`src/rtl/muldiv_sequencer.sv`:
```
// Iterative RV32M mul/div unit: 33 cycles start-to-done, 1 cycle for divide-by-zero/overflow.
// No input handshake: stall freezes the pipeline while iterating; start is sampled only in IDLE.
module muldiv_sequencer #(
  parameter int XLEN  = 32,
  parameter int CNT_W = 6
) (
  input  logic            clk,
  input  logic            rst_n,
  input  logic            start,
  input  logic [2:0]      func3,
  input  logic [XLEN-1:0] rs1,
  input  logic [XLEN-1:0] rs2,
  input  logic            flush,
  output logic            stall,
  output logic            busy,
  output logic            done,
  output logic [XLEN-1:0] result
);

  typedef enum logic [1:0] {S_IDLE, S_RUN, S_DONE} state_t;

  state_t              state;
  logic [2:0]          op_q;
  logic                neg_q;
  logic [CNT_W-1:0]    cnt;
  logic [2*XLEN-1:0]   acc;
  logic [XLEN-1:0]     opb;

  logic                a_signed, b_signed, a_neg, b_neg, sign_in;
  logic [XLEN-1:0]     a_mag, b_mag;
  logic                div_zero, div_ovf, special;
  logic [XLEN-1:0]     special_res;

  always_comb begin
    a_signed = (func3 == 3'd0) || (func3 == 3'd1) || (func3 == 3'd2) ||
               (func3 == 3'd4) || (func3 == 3'd6);
    b_signed = (func3 == 3'd0) || (func3 == 3'd1) ||
               (func3 == 3'd4) || (func3 == 3'd6);
    a_neg    = a_signed & rs1[XLEN-1];
    b_neg    = b_signed & rs2[XLEN-1];
    a_mag    = a_neg ? -rs1 : rs1;
    b_mag    = b_neg ? -rs2 : rs2;
    // Remainders take the dividend's sign; products and quotients take the XOR.
    sign_in  = (func3[2] & func3[1]) ? a_neg : (a_neg ^ b_neg);
    div_zero = func3[2] & (rs2 == '0);
    div_ovf  = func3[2] & ~func3[0] & (rs1 == {1'b1, {(XLEN-1){1'b0}}}) & (rs2 == '1);
    special  = div_zero | div_ovf;
    if (div_zero) special_res = func3[1] ? rs1 : '1;
    else          special_res = func3[1] ? '0 : {1'b1, {(XLEN-1){1'b0}}};
  end

  logic [XLEN:0]     mul_sum;
  logic [2*XLEN-1:0] mul_nxt;
  logic [XLEN:0]     div_rem;
  logic [XLEN+1:0]   div_diff;
  logic [2*XLEN-1:0] div_nxt;
  logic [2*XLEN-1:0] acc_nxt;
  logic [2*XLEN-1:0] prod_fix;
  logic [XLEN-1:0]   quo_fix, rem_fix, res_fix;

  always_comb begin
    mul_sum  = {1'b0, acc[2*XLEN-1:XLEN]} + (acc[0] ? {1'b0, opb} : '0);
    mul_nxt  = {mul_sum, acc[XLEN-1:1]};
    // Shifted partial remainder can reach XLEN+1 bits before the trial subtract.
    div_rem  = acc[2*XLEN-1:XLEN-1];
    div_diff = {1'b0, div_rem} - {2'b00, opb};
    div_nxt  = div_diff[XLEN+1] ? {div_rem[XLEN-1:0], acc[XLEN-2:0], 1'b0}
                                : {div_diff[XLEN-1:0], acc[XLEN-2:0], 1'b1};
    acc_nxt  = op_q[2] ? div_nxt : mul_nxt;
    prod_fix = neg_q ? -acc_nxt : acc_nxt;
    quo_fix  = neg_q ? -acc_nxt[XLEN-1:0] : acc_nxt[XLEN-1:0];
    rem_fix  = neg_q ? -acc_nxt[2*XLEN-1:XLEN] : acc_nxt[2*XLEN-1:XLEN];
    case (op_q)
      3'd0:             res_fix = prod_fix[XLEN-1:0];
      3'd1, 3'd2, 3'd3: res_fix = prod_fix[2*XLEN-1:XLEN];
      3'd4, 3'd5:       res_fix = quo_fix;
      default:          res_fix = rem_fix;
    endcase
  end

  always_ff @(posedge clk or negedge rst_n) begin
    if (!rst_n) begin
      state  <= S_IDLE;
      op_q   <= '0;
      neg_q  <= 1'b0;
      cnt    <= '0;
      acc    <= '0;
      opb    <= '0;
      result <= '0;
    end else begin
      case (state)
        S_IDLE: begin
          if (start && !flush) begin
            op_q  <= func3;
            neg_q <= sign_in;
            cnt   <= '0;
            if (special) begin
              result <= special_res;
              state  <= S_DONE;
            end else begin
              acc   <= {{XLEN{1'b0}}, a_mag};
              opb   <= b_mag;
              state <= S_RUN;
            end
          end
        end
        S_RUN: begin
          if (flush) begin
            state <= S_IDLE;
          end else begin
            acc <= acc_nxt;
            cnt <= cnt + CNT_W'(1);
            if (cnt == CNT_W'(XLEN-1)) begin
              result <= res_fix;
              state  <= S_DONE;
            end
          end
        end
        S_DONE:  state <= S_IDLE;
        default: state <= S_IDLE;
      endcase
    end
  end

  assign stall = ((state == S_IDLE) && start && !flush) || (state == S_RUN);
  assign busy  = (state != S_IDLE);
  assign done  = (state == S_DONE);

endmodule

```
`config.mk`:
```
export PLATFORM = sky130hd
export DESIGN_NAME = muldiv_sequencer
export DESIGN_NICKNAME = d
export VERILOG_FILES = /design/src/rtl/muldiv_sequencer.sv
export SDC_FILE = /design/constraint.sdc
export NUM_CORES = 1
export LEC_CHECK = 0
export BUFFER_PORTS_ARGS = -buffer_cell sky130_fd_sc_hd__clkbuf_2
export CAP_MARGIN = 20
export CORE_ASPECT_RATIO = 1.25
export CORE_MARGIN = 2
export CORE_UTILIZATION = 55
export CTS_BUF_LIST = sky130_fd_sc_hd__clkbuf_4 sky130_fd_sc_hd__clkbuf_8
export CTS_CLUSTER_SIZE = 10
export DETAILED_ROUTE_END_ITERATION = 10
export PLACE_DENSITY = 0.71
export SLEW_MARGIN = 10
export SYNTH_ARGS = -nofsm -noshare
export SYNTH_HDL_FRONTEND = slang
export SYNTH_SLANG_ARGS = --single-unit
```
`constraint.sdc`:
```
create_clock -name clk -period 9.5 [get_ports clk]
set_input_delay 0.475 -clock clk [delete_from_list [all_inputs] [get_ports clk]]
set_output_delay 0.475 -clock clk [all_outputs]
set_load 0.01 [all_outputs]
```
==> impl_metrics.env <==
export IMPL_dieArea_um2=29600
export IMPL_cp_max_fo=10
export IMPL_cp_start_kind="flip-flop"
export IMPL_critPathTopFamily="compound AO/OA/AOI/OAI gates"
export IMPL_async_flop_share_pct=100.0
export IMPL_port_buffers=105
export IMPL_yosysSeqAreaShare_pct=22.56
export IMPL_synth_edff_count=0
export IMPL_routedWlPerCell_um=23.96
export IMPL_firstDrtPassIters=8
export IMPL_end_kind="flip-flop"
export IMPL_synth_compound_area_share_pct=30.22
export IMPL_coreArea_um2=27740
export IMPL_relSlewSlack_pct=29.50
export IMPL_synthAdderAreaFrac_pct=5.898
export IMPL_p_leak_nw=6.758
export IMPL_n_antenna_cell=0
export IMPL_power_density_nw_per_um2=254.7
export IMPL_p_seq_share_pct=20.2
export IMPL_layout_setup_ws_ps=3485
export IMPL_synth_nets=2215
export IMPL_ir_drop_v=0.0001121
export IMPL_crit_type="flip-flop to flip-flop"
export IMPL_cts_tree="yes"
export IMPL_grt_pass1_wl_um=91160
export IMPL_path_cells="ha_1 > a21oi_1 > o21ai_0 > a221o_2 > o21a_1 > o31a_1 > inv_1 > ha_1 > nand2_1 > or4_1 > or3_1 > nor2_1 > a31oi_1 > a32o_1 > nor2_1 > o21ai_0"
export IMPL_synth_common_cells="nand2_1 (239), o21ai_0 (225), nor2_1 (172)"
export IMPL_synth_top_cell_by_area="dfrtp_1"
export IMPL_synth_top_family_by_area="compound AO/OA/AOI/OAI gates"
export IMPL_die_w_um=154.3
export IMPL_drv_slew=0
export IMPL_synth_seq_cells=140
export IMPL_clock_skew_ps=27.52
export IMPL_status="finished, final reports clean"
export IMPL_netlist_area_um2=15530
export IMPL_synth_top_area_share_pct=22.56
export IMPL_p_clk_share_pct=12.6
export IMPL_drt_total_wl_um=58980
export IMPL_drive_gt1_share_pct=11.65
export IMPL_grt_max_degree=97
export IMPL_clkLatencyLatePin_ps=510
export IMPL_synthMuxAreaShare_pct=3.546
export IMPL_path_clk_slew_ps=100
export IMPL_setup_viol=0
export IMPL_root_buffer="clkbuf_8"
export IMPL_final_min_clock_period_ps=6015
export IMPL_grt_use_total_pct=40.03
export IMPL_tns_ps=0
export IMPL_ant_nets=0
export IMPL_required_ps=9870
export IMPL_drt_iter0_markers=2035
export IMPL_io_pins=106
export IMPL_cp_num_buf_inv=1
export IMPL_dp_final_hpwl_um=45480
export IMPL_critPathMaxStageDelay_ps=680
export IMPL_cap_violations=0
export IMPL_syn_to_final_growth_pct=6.881
export IMPL_dp_cells=2429
export IMPL_dp_slack_ps=3563
export IMPL_drc=0
export IMPL_fp_row_count=68
export IMPL_antenna_found_initial=0
export IMPL_cpMaxStageDelayCell="or4_1"
export IMPL_die_h_um=191.9
export IMPL_period_share_pct=63.31
export IMPL_syn_area_per_cell_um2=7.494
export IMPL_overflow=0
export IMPL_p_sw_share_pct=54.31
export IMPL_fin_cells=2462
export IMPL_top_usage_layer="met2"
export IMPL_synth_cells=2072
export IMPL_p_int_mw=1.932
export IMPL_fmax_ghz=0.1663
export IMPL_hp_class="input pin to flip-flop"
export IMPL_grt_use_met3_pct=4.558
export IMPL_yosys_warnings=0
export IMPL_synthFlopType="dfrtp_1"
export IMPL_rsz0062_at_grt="no"
export IMPL_grt_pass1_vias=15698
export IMPL_yosysMostFrequentCell="nand2_1"
export IMPL_synth_area_leaders="dfrtp_1 (23%), o21ai_0 (7.3%), xnor2_1 (5.8%)"
export IMPL_numCtsBuffers=17
export IMPL_combPwrFrac_pct=67.2
export IMPL_start_util_pct=55.98
export IMPL_final_hold_violation_count=0
export IMPL_place_congestion=1.026
export IMPL_worstPathArrival_ps=6380
export IMPL_layout_nets=2242
export IMPL_htree_levels=4
export IMPL_ys_types=108
export IMPL_final_util_pct=59.83
export IMPL_synth_xor_xnor_area_share_pct=9.420
export IMPL_tightestPinTransition_ps=1044
export IMPL_cts_sinks=140
export IMPL_yosys_area_share_simple_pct=23.26
export IMPL_cts_buffer_depth=2
export IMPL_grt_use_met1_pct=48.27
export IMPL_grt_util_met2_pct=67.85
export IMPL_p_sw_mw=2.296
export IMPL_vias_per_cell=6.715
export IMPL_vias=16533
## worst reg2reg max path, cell delays in order, from the launching register on
cell and delay [ps]:
dfrtp_1 440, ha_1 440, a21oi_1 250, o21ai_0 220
a221o_2 410, o21a_1 380, o31a_1 410, inv_1 150
ha_1 200, nand2_1 190, or4_1 680, or3_1 460
nor2_1 520, a31oi_1 350, a32o_1 350, nor2_1 320
o21ai_0 130
## power by group through the flow
stage                     clock network, mW  registers (mW)  logic (mW)
after CTS                             0.531           0.850        2.76
after global routing                  0.554           0.871        3.06
after global placement                    0           0.857        2.72
final                                 0.532           0.855        2.84
after detailed placement                  0           0.862        2.74
after floorplan                           0           0.807        2.05
## timing repair
item / 4_1_cts / 5_1_grt
hold endpoints to repair: 11 / 0
setup endpoints to repair: 0 / 0
hold buffers: 1 / 0
gates resized for setup: 0 / 0
setup buffers: 0 / 0
## layout by cell type (no fill, tap or decap), types with 22 or more instances in the layout
cell      instances
a21oi_1         164
o21ai_0         225
and2_1           46
a31oi_1          32
dfrtp_1         138
ha_1             70
inv_1            74
nand2_1         239
or3_1            25
o211ai_1         22
o31ai_1          34
nand4_1          34
nand3_1          41
mux2i_1          37
a211oi_1         23
nor2_1          170
xor2_1           64
nor3_1           43
a21o_1           23
xnor2_1         103
clkbuf_2        104
## through the flow
| step | hold slack [ps] | power, mW | area, um^2 |
|---|---|---|---|
| final | 266.5 | 4.228 | 16600 |
| after global routing | 264.3 | 4.482 | 16600 |
| after CTS | 242.2 | 4.139 | 16600 |
| after detailed placement | 481.5 | 3.598 | 16190 |
| after global placement | 472.9 | 3.577 | 16190 |
| after floorplan | 179.4 | 2.861 | 15530 |
## layout make-up
cell class                      count  area (um^2)
Sequential cell                   140         3508
Multi-Input combinational cell   1740        11280
Clock buffer                       18        241.5
Tap cell                          350        437.9
Timing Repair Buffer              126        691.9
Clock inverter                     14        158.9
Fill cell                        2678        11140
Inverter                           74        277.8
## kinds of logic (layout without fill, tap and decap cells)
family | after synthesis | in the layout
AOI/OAI and AO/OA | 721 | 721
muxes | 53 | 53
adders and majority gates | 72 | 72
buffers and inverters | 192 | 232
xor gates and xnor gates | 167 | 167
and+or+nand+nor | 727 | 727
DFF | 140 | 140
## layer usage
layer	wire [um]	part of all wire [%]
met1	23000	39
met2	27820	47
met3	3739	6.3
met4	4417	7.5
met5	0	0
## final timing paths
path,from,end,slack (ps),cells past startpoint
min in group asynchronous,rst_n,cnt[2],540,2
setup reg to reg,acc[45],result[14],3490,16
setup / recovery,acc[45],result[14],3490,16
hold / removal,func3[0],op_q[0],270,2
max in group asynchronous,rst_n,opb[30],7470,3
hold reg to reg,result[1],result[1],500,1
## flip-flops by register name, indices dropped and copies added (netlist names)
register  flops
result       32
opb          32
cnt           6
neg_q         1
op_q          3
state         2
acc          64
No activity file was read; power rests on OpenSTA's default activity.
